### config.mk
export PLATFORM = sky130hd
export DESIGN_NAME = univ_shift_reg
export DESIGN_NICKNAME = d
export VERILOG_FILES = /design/src/rtl/univ_shift_reg_pkg.sv /design/src/rtl/univ_shift_reg_shift_step.sv /design/src/rtl/univ_shift_reg.sv
export SDC_FILE = /design/constraint.sdc
export NUM_CORES = 1
export LEC_CHECK = 0
export ABC_CLOCK_PERIOD_IN_PS = 6000
export BUFFER_PORTS_ARGS = -buffer_cell sky130_fd_sc_hd__buf_4
export CAP_MARGIN = 40
export CORE_MARGIN = 4
export CORE_UTILIZATION = 40
export CTS_CLUSTER_DIAMETER = 40
export DETAILED_ROUTE_END_ITERATION = 8
export SYNTH_ARGS = -nofsm -noshare
export SYNTH_HDL_FRONTEND = slang
export SYNTH_HIERARCHICAL = 1
export SYNTH_SLANG_ARGS = --single-unit
### constraint.sdc
create_clock -name clk -period 6 [get_ports clk]
set_clock_uncertainty 0.15 [all_clocks]
set_input_delay 0.3 -clock clk [delete_from_list [all_inputs] [get_ports clk]]
set_output_delay 0.3 -clock clk [all_outputs]
set_load 0.005 [all_outputs]
### src/rtl/univ_shift_reg_pkg.sv
// Shared encodings for the universal shift register: step modes, shift
// direction and sequencer states.
package univ_shift_reg_pkg;

  localparam logic [1:0] MODE_LOG  = 2'b00;
  localparam logic [1:0] MODE_ARI  = 2'b01;
  localparam logic [1:0] MODE_ROT  = 2'b10;
  localparam logic [1:0] MODE_HOLD = 2'b11;

  localparam logic DIR_R = 1'b0;
  localparam logic DIR_L = 1'b1;

  typedef enum logic [1:0] {
    IDLE  = 2'd0,
    SHIFT = 2'd1,
    DONE  = 2'd2
  } state_t;

endpackage

### src/rtl/univ_shift_reg_shift_step.sv
// One combinational shift step: computes the next register value and the
// bit ejected on the far side for the given direction and mode.
module univ_shift_reg_shift_step
  import univ_shift_reg_pkg::*;
#(
  parameter int unsigned WIDTH = 4
) (
  input  logic [WIDTH-1:0] q,
  input  logic             dir,
  input  logic [1:0]       mode,
  input  logic             si,
  output logic [WIDTH-1:0] q_next,
  output logic             out_bit
);

  logic fill;

  always_comb begin
    fill    = 1'b0;
    q_next  = q;
    out_bit = (dir == DIR_L) ? q[WIDTH-1] : q[0];
    if (dir == DIR_R) begin
      case (mode)
        MODE_LOG: fill = si;
        MODE_ARI: fill = q[WIDTH-1];
        MODE_ROT: fill = q[0];
        default:  fill = 1'b0;
      endcase
      if (mode != MODE_HOLD) q_next = {fill, q[WIDTH-1:1]};
    end else begin
      case (mode)
        MODE_LOG: fill = si;
        MODE_ARI: fill = 1'b0;
        MODE_ROT: fill = q[WIDTH-1];
        default:  fill = 1'b0;
      endcase
      if (mode != MODE_HOLD) q_next = {q[WIDTH-2:0], fill};
    end
  end

endmodule

### src/rtl/univ_shift_reg.sv
// Parametrised universal shift register with parallel load, single-step
// shifting and a multi-step sequencer reporting busy/done.
module univ_shift_reg
  import univ_shift_reg_pkg::*;
#(
  parameter  int unsigned WIDTH = 4,
  localparam int unsigned AMT_W = $clog2(WIDTH) + 1
) (
  input  logic             clk,
  input  logic             clr,
  input  logic             ld,
  input  logic [WIDTH-1:0] db,
  input  logic             shb,
  input  logic             dir,
  input  logic [1:0]       mode,
  input  logic             si,
  input  logic             start,
  input  logic [AMT_W-1:0] amt,
  output logic [WIDTH-1:0] qb,
  output logic             so,
  output logic             busy,
  output logic             done
);

  localparam logic [AMT_W-1:0] WIDTH_AMT = AMT_W'(WIDTH);

  state_t           state, state_next;
  logic [AMT_W-1:0] cnt;
  logic             dir_r;
  logic [1:0]       mode_r;
  logic             step_dir;
  logic [1:0]       step_mode;
  logic [WIDTH-1:0] q_next;
  logic             out_bit;

  // SHIFT uses the settings latched at start; IDLE single steps use live ones.
  assign step_dir  = (state == SHIFT) ? dir_r  : dir;
  assign step_mode = (state == SHIFT) ? mode_r : mode;

  univ_shift_reg_shift_step #(.WIDTH(WIDTH)) u_step (
    .q       (qb),
    .dir     (step_dir),
    .mode    (step_mode),
    .si      (si),
    .q_next  (q_next),
    .out_bit (out_bit)
  );

  always_ff @(posedge clk) begin
    if (clr) state <= IDLE;
    else     state <= state_next;
  end

  always_comb begin
    state_next = state;
    case (state)
      IDLE:    if (!ld && start) state_next = (amt == '0) ? DONE : SHIFT;
      SHIFT:   if (cnt == AMT_W'(1)) state_next = DONE;
      DONE:    state_next = IDLE;
      default: state_next = IDLE;
    endcase
  end

  assign busy = (state == SHIFT);
  assign done = (state == DONE);

  always_ff @(posedge clk) begin
    if (clr) begin
      qb     <= '0;
      so     <= 1'b0;
      cnt    <= '0;
      dir_r  <= DIR_R;
      mode_r <= MODE_LOG;
    end else begin
      case (state)
        IDLE: begin
          if (ld) begin
            qb <= db;
          end else if (start) begin
            if (amt != '0) begin
              dir_r  <= dir;
              mode_r <= mode;
              cnt    <= (amt > WIDTH_AMT) ? WIDTH_AMT : amt;
            end
          end else if (shb) begin
            qb <= q_next;
            if (mode != MODE_HOLD) so <= out_bit;
          end
        end
        SHIFT: begin
          qb  <= q_next;
          cnt <= cnt - AMT_W'(1);
          if (mode_r != MODE_HOLD) so <= out_bit;
        end
        default: ;
      endcase
    end
  end

endmodule

* Word level (Yosys, flattened, before mapping)
Cells that the tools add are included.
Cells by class: $add $sub $neg 1, magnitude comparators 1, equal/unequal tests 19, mux-type cells 27, bitwise gates (word level) 1, reductions and logical operators 12
Operators with widths (count):
- $mux 4 | 6
- $ne 2x2->1 const B | 10
- $mux 3 | 4
- $mux 2 | 4
- $pmux 4 s2 | 1
- $reduce_and 4->1 | 2
- $mux 1 | 7
- $ne 3x3->1 const B | 2
- $pmux 3 s2 | 1
- $reduce_and 6->1 | 1
- $eq 2x1->1 const B | 2
- $eq 2x2->1 const B | 2
- $logic_not 2->1 | 2
- $ne 2x1->1 const B | 2
- $pmux 1 s2 | 2
- $pmux 2 s2 | 1
- $eq 3x1->1 const B | 1
- $gt 3x3->1 const B | 1
- $logic_not 3->1 | 1
- $pmux 1 s3 | 1
- $reduce_and 3->1 | 1
- $reduce_bool 3->1 | 1
- $sub 3x1->3 const B | 1
- $reduce_and 2->1 | 1
- 4 further kinds | 4
Word-level totals: register bits 13, bits of input ports 16, output and inout port bits 7, logic and storage cells 67

* Logic depth before layout (Yosys ltp)
depth in word-level cells 10, gate-level depth with buffers 11, depth with buffers taken out 9

* Modules after synthesis
Netlist, hierarchy kept.
Modules (own cells, without submodules):
- univ_shift_reg | times used 1, cells each 87, area each 699.4 µm², seq. area each 260.2 µm²
- univ_shift_reg_shift_step | times used 1, cells each 21, area each 151.4 µm², seq. area each 0.0 µm²

* Least setup slack after synthesis
OpenSTA, ideal clock, no wires.
path kind reg2reg, start point register state[0], end point register qb[0], library setup time 0.091 ns, arrival 1.695 ns, data required time 5.759 ns, path slack 4.064 ns, stages on the path, launching flop included 11, buffers on the path 2, clock period less this slack 1.936 ns, path through dfxtp_1 > nand2b_1 > clkbuf_1 > nand2_1 > nand2_1 > and2_1 > clkbuf_2 > nor2b_4 > o32ai_1 > nand2_1 > a311oi_1
Between the ends: cells in the longest elaborated chain, start to end 10, elaborated cells between the ends (all ways) 19, classes of those cells 5 x eq/ne; 10 x mux; 4 x reduce/logical
Ends and longest elaborated chain:
- from (decl) | RTL line univ_shift_reg.sv:27 | state_t state, state_next;
- from (signal assigned) | RTL line univ_shift_reg.sv:51 | else state <= state_next;
- $eq 2x1->1 (*) | RTL line univ_shift_reg.sv:38 | assign step_mode = (state == SHIFT) ? mode_r : mode;
- $mux 2 (*) | RTL line univ_shift_reg.sv:38
- via step_mode[1] | RTL line univ_shift_reg.sv:32 | logic [1:0] step_mode;
- $eq 2x2->1 / $logic_not 2->1 (equally long branches) | RTL line univ_shift_reg_shift_step.sv:31 | case (mode)
- $pmux 1 s2 | RTL line univ_shift_reg_shift_step.sv:31
- $mux 4 | RTL line univ_shift_reg_shift_step.sv:37 | if (mode != MODE_HOLD) q_next = {q[WIDTH-2:0], fill};
- $mux 4 (*) | RTL line univ_shift_reg_shift_step.sv:22 | if (dir == DIR_R) begin
- via q_next[0] | RTL line univ_shift_reg.sv:33 | logic [WIDTH-1:0] q_next;
- $mux 4 | RTL line univ_shift_reg.sv:85 | end else if (shb) begin
- $mux 4 | RTL line univ_shift_reg.sv:79 | end else if (start) begin
- $mux 4 | RTL line univ_shift_reg.sv:77 | if (ld) begin
- $pmux 4 s2 (*) | RTL line univ_shift_reg.sv:75 | case (state)
- to (signal assigned) | RTL line univ_shift_reg.sv:86 | qb <= q_next;
- to (signal assigned) | RTL line univ_shift_reg.sv:91 | qb <= q_next;
- to (decl) | RTL line univ_shift_reg.sv:19 | output logic [WIDTH-1:0] qb,
The timed path passes the listed nets; every way through them passes the cells marked *. The select of a mux whose other input is x is not followed. A chain may end at the register's enable or synchronous reset.

* Worst setup path in the final report
start point register state[1], end point register qb[0]
The elaborated chain is that of the path after synthesis.

==> results.cfg <==
[status]
outcome = finished, final reports clean

[floorplan]
core-area_sq_mm = 0.00198
dieArea_sq_mm = 0.00293
io-pin-count = 23
die_h_microns = 54.1
core.rowCount = 16
initial_core_util_pct = 42.9
die_w_microns = 54.1

[global_route]
grt_max_degree = 14
grt_pass1_vias = 796
grt_pass1_wl_microns = 3550
grt_use_met2_pct = 27.1
antenna_found_initial = 0
grt-ovfl-total = 0
busiest_layer = met2
met1_usage_pct = 20.5
track_usage_pct = 16.4
met3_usage_pct = 6.09

[worst_hold_path]
hold_start = dir
hp-class = input port to flop
min_path_cells = 3

[placement]
port-buffer-count = 22
dp_hpwl_microns = 1630
dp_cells = 152
place_congestion = 0.818

[synthesis]
synth_common_cells = 19 x nand2_1, 13 x dfxtp_1, 11 x nor2_1, 6 x a21oi_1, 6 x mux2i_1
yosys_most_used_dff = dfxtp_1
ys_types = 33
synth_sequential_area_ratio_pct = 30.6
yosysTopAreaCell = dfxtp_1
synthTopCellsByArea = dfxtp_1 31%, nand2_1 8.4%, mux2i_1 7.1%
synth_top_area_share_pct = 30.6
synth_edf_count = 0
syn_avg_cell_area_sq_um = 7.88
yosysMostFrequentCell = nand2_1
syn_nets = 126
syn-cell-area_sq_um = 851
synth_cells = 108
ys_ff_latch = 13
synthArstFlopShare_pct = 0
yosysWarnings = 6

[cells_and_area]
diodes = 0
area_growth_pct = 23.8
nets = 148
fillers = 210
multiInputGateArea_sq_um = 553
final_cells = 156
drive_gt1_share_pct = 25.6
regArea_sq_um = 260

[cts]
clk_pin_slew_worst_paths_ns = 0.09
clockRootBuffer = clkbuf_4
h-tree-depth = 1
clk_latency_ns = 0.28
cts_resized = 0
clock-sinks = 13
cts_buffers = 3
post_cts_buffers = 0
cts_tree = done
postCtsHoldBufs = 0
clockBufferDepth = 2

[power]
powerDensity_mw_per_mm2 = 213
ir_drop_uv = 150
p_leak_nw = 0.451

[setup_path]
critPathArrivalTime_ns = 2.49
end_kind = flop
r2r_start = state[1]
crit_path_max_fanout = 11
startpoint = state[1]
r2r_cells = 9
critPathLaunchType = flop
worstSetupPathType = flop to flop
required_ns = 6.04

[timing]
setup_viol = 0
hold_viol = 0
rsz0062_at_grt = no
worst_pin_slew_ns = 0.601
clock.fmax_mhz = 408
slew_headroom_pct = 59.6
period_minus_slack_ns = 2.45
drv_slew = 0
period_share_pct = 40.8
setup_tns_ns = 0

[detailed_routing]
routed_wl_microns = 2140
vias = 850
drc = 0
via_per_inst = 5.45
ant_nets = 0
drt_iter0_markers = 25
dr.pass1.iters = 4
post_drt_wl_per_cell_microns = 13.7

[run]
cap_violations = 0
-- where the power goes --
group,switching (mW),internal [mW],total [mW]
combinational,0.0322,0.0329,0.0651
clock,0.0303,0.0258,0.0561
sequential,0.00921,0.0938,0.103
-- per-stage QoR --
step | hold slack (ns) | utilization (%) | power (mW) | setup slack (ns) | cell area, sq um
after floorplan | 0.222 | - | 0.146 | 4.06 | 851
final | 0.127 | 53.2 | 0.224 | 3.55 | 1050
after global routing | 0.136 | 53.2 | 0.240 | 3.28 | 1050
after CTS | 0.119 | 53.2 | 0.227 | 3.56 | 1050
after detailed placement | 0.341 | 51.8 | 0.170 | 3.57 | 1030
after global placement | 0.334 | 51.8 | 0.169 | 3.68 | 1030
-- critical path, stage by stage (launching register included) --
cell      delay (ns)
dfxtp_1         0.41
nand2b_1        0.35
inv_1           0.27
nand2_1         0.13
nand2_1         0.13
and2_1          0.26
nor2b_4         0.15
o32ai_1         0.14
nand2_1         0.09
a311oi_1        0.27
-- per-layer routing --
layer  vias to the layer above  share of wire [%]  routed length, microns
li1                        422                  -                       -
met1                       399                 46                     984
met2                        29                 46                     984
met3                         0                8.0                     171
met4                         0                  0                       0
met5                         -                  0                       0
-- final timing paths --
path / endpoint / slack (ns)
setup / recovery: qb[0] / 3.55
hold / removal: dir_r / 0.13
setup reg to reg: qb[0] / 3.55
hold reg to reg: cnt[2] / 0.35
-- cells in the final DEF, fill, tap and decap left out --
cell type / netlist / routed
a211oi_1: 2 / 2
nor2b_1: 4 / 4
o21ai_0: 4 / 4
a2111oi_2: 1 / 1
nor2_1: 11 / 11
dfxtp_1: 13 / 13
mux2_2: 1 / 1
clkbuf_4: 0 / 3
inv_1: 4 / 4
or3b_4: 1 / 1
nand2b_1: 3 / 3
and2b_2: 2 / 2
nor3_4: 1 / 1
a221oi_1: 1 / 1
clkbuf_1: 2 / 1
o21bai_1: 1 / 1
and2_1: 1 / 1
nand3_1: 4 / 4
a2bb2oi_1: 1 / 1
o32ai_1: 1 / 1
a21oi_1: 6 / 6
nor2b_4: 1 / 1
mux2i_1: 6 / 6
a32oi_1: 1 / 1
nor3_1: 3 / 3
ha_1: 2 / 2
a311oi_1: 4 / 4
o31ai_1: 1 / 1
and4bb_2: 1 / 1
buf_4: 0 / 22
nand3b_1: 1 / 1
nor3b_1: 2 / 2
nand2_1: 19 / 19
-- final cells by class --
class | instances | share of cell area, %
clock buffers | 4 | 2.49
repair buffers | 22 | 15.7
well taps | 27 | 3.21
flip-flops and latches | 13 | 24.7
inverters | 4 | 1.43
multi-input cells | 86 | 52.5
-- logic make-up after synthesis --
group	share of synthesized area, %
compound gates	19.4
fa+ha+maj	2.94
buf+inv	4.41
flops	30.6
mux	8.38
simple gates	34.3
-- sequential cells by signal, summed over array words and instances (netlist names) --
name	flops
so	1
cnt	3
state	2
mode_r	2
dir_r	1
qb	4
(Power assumes the default switching activity.)
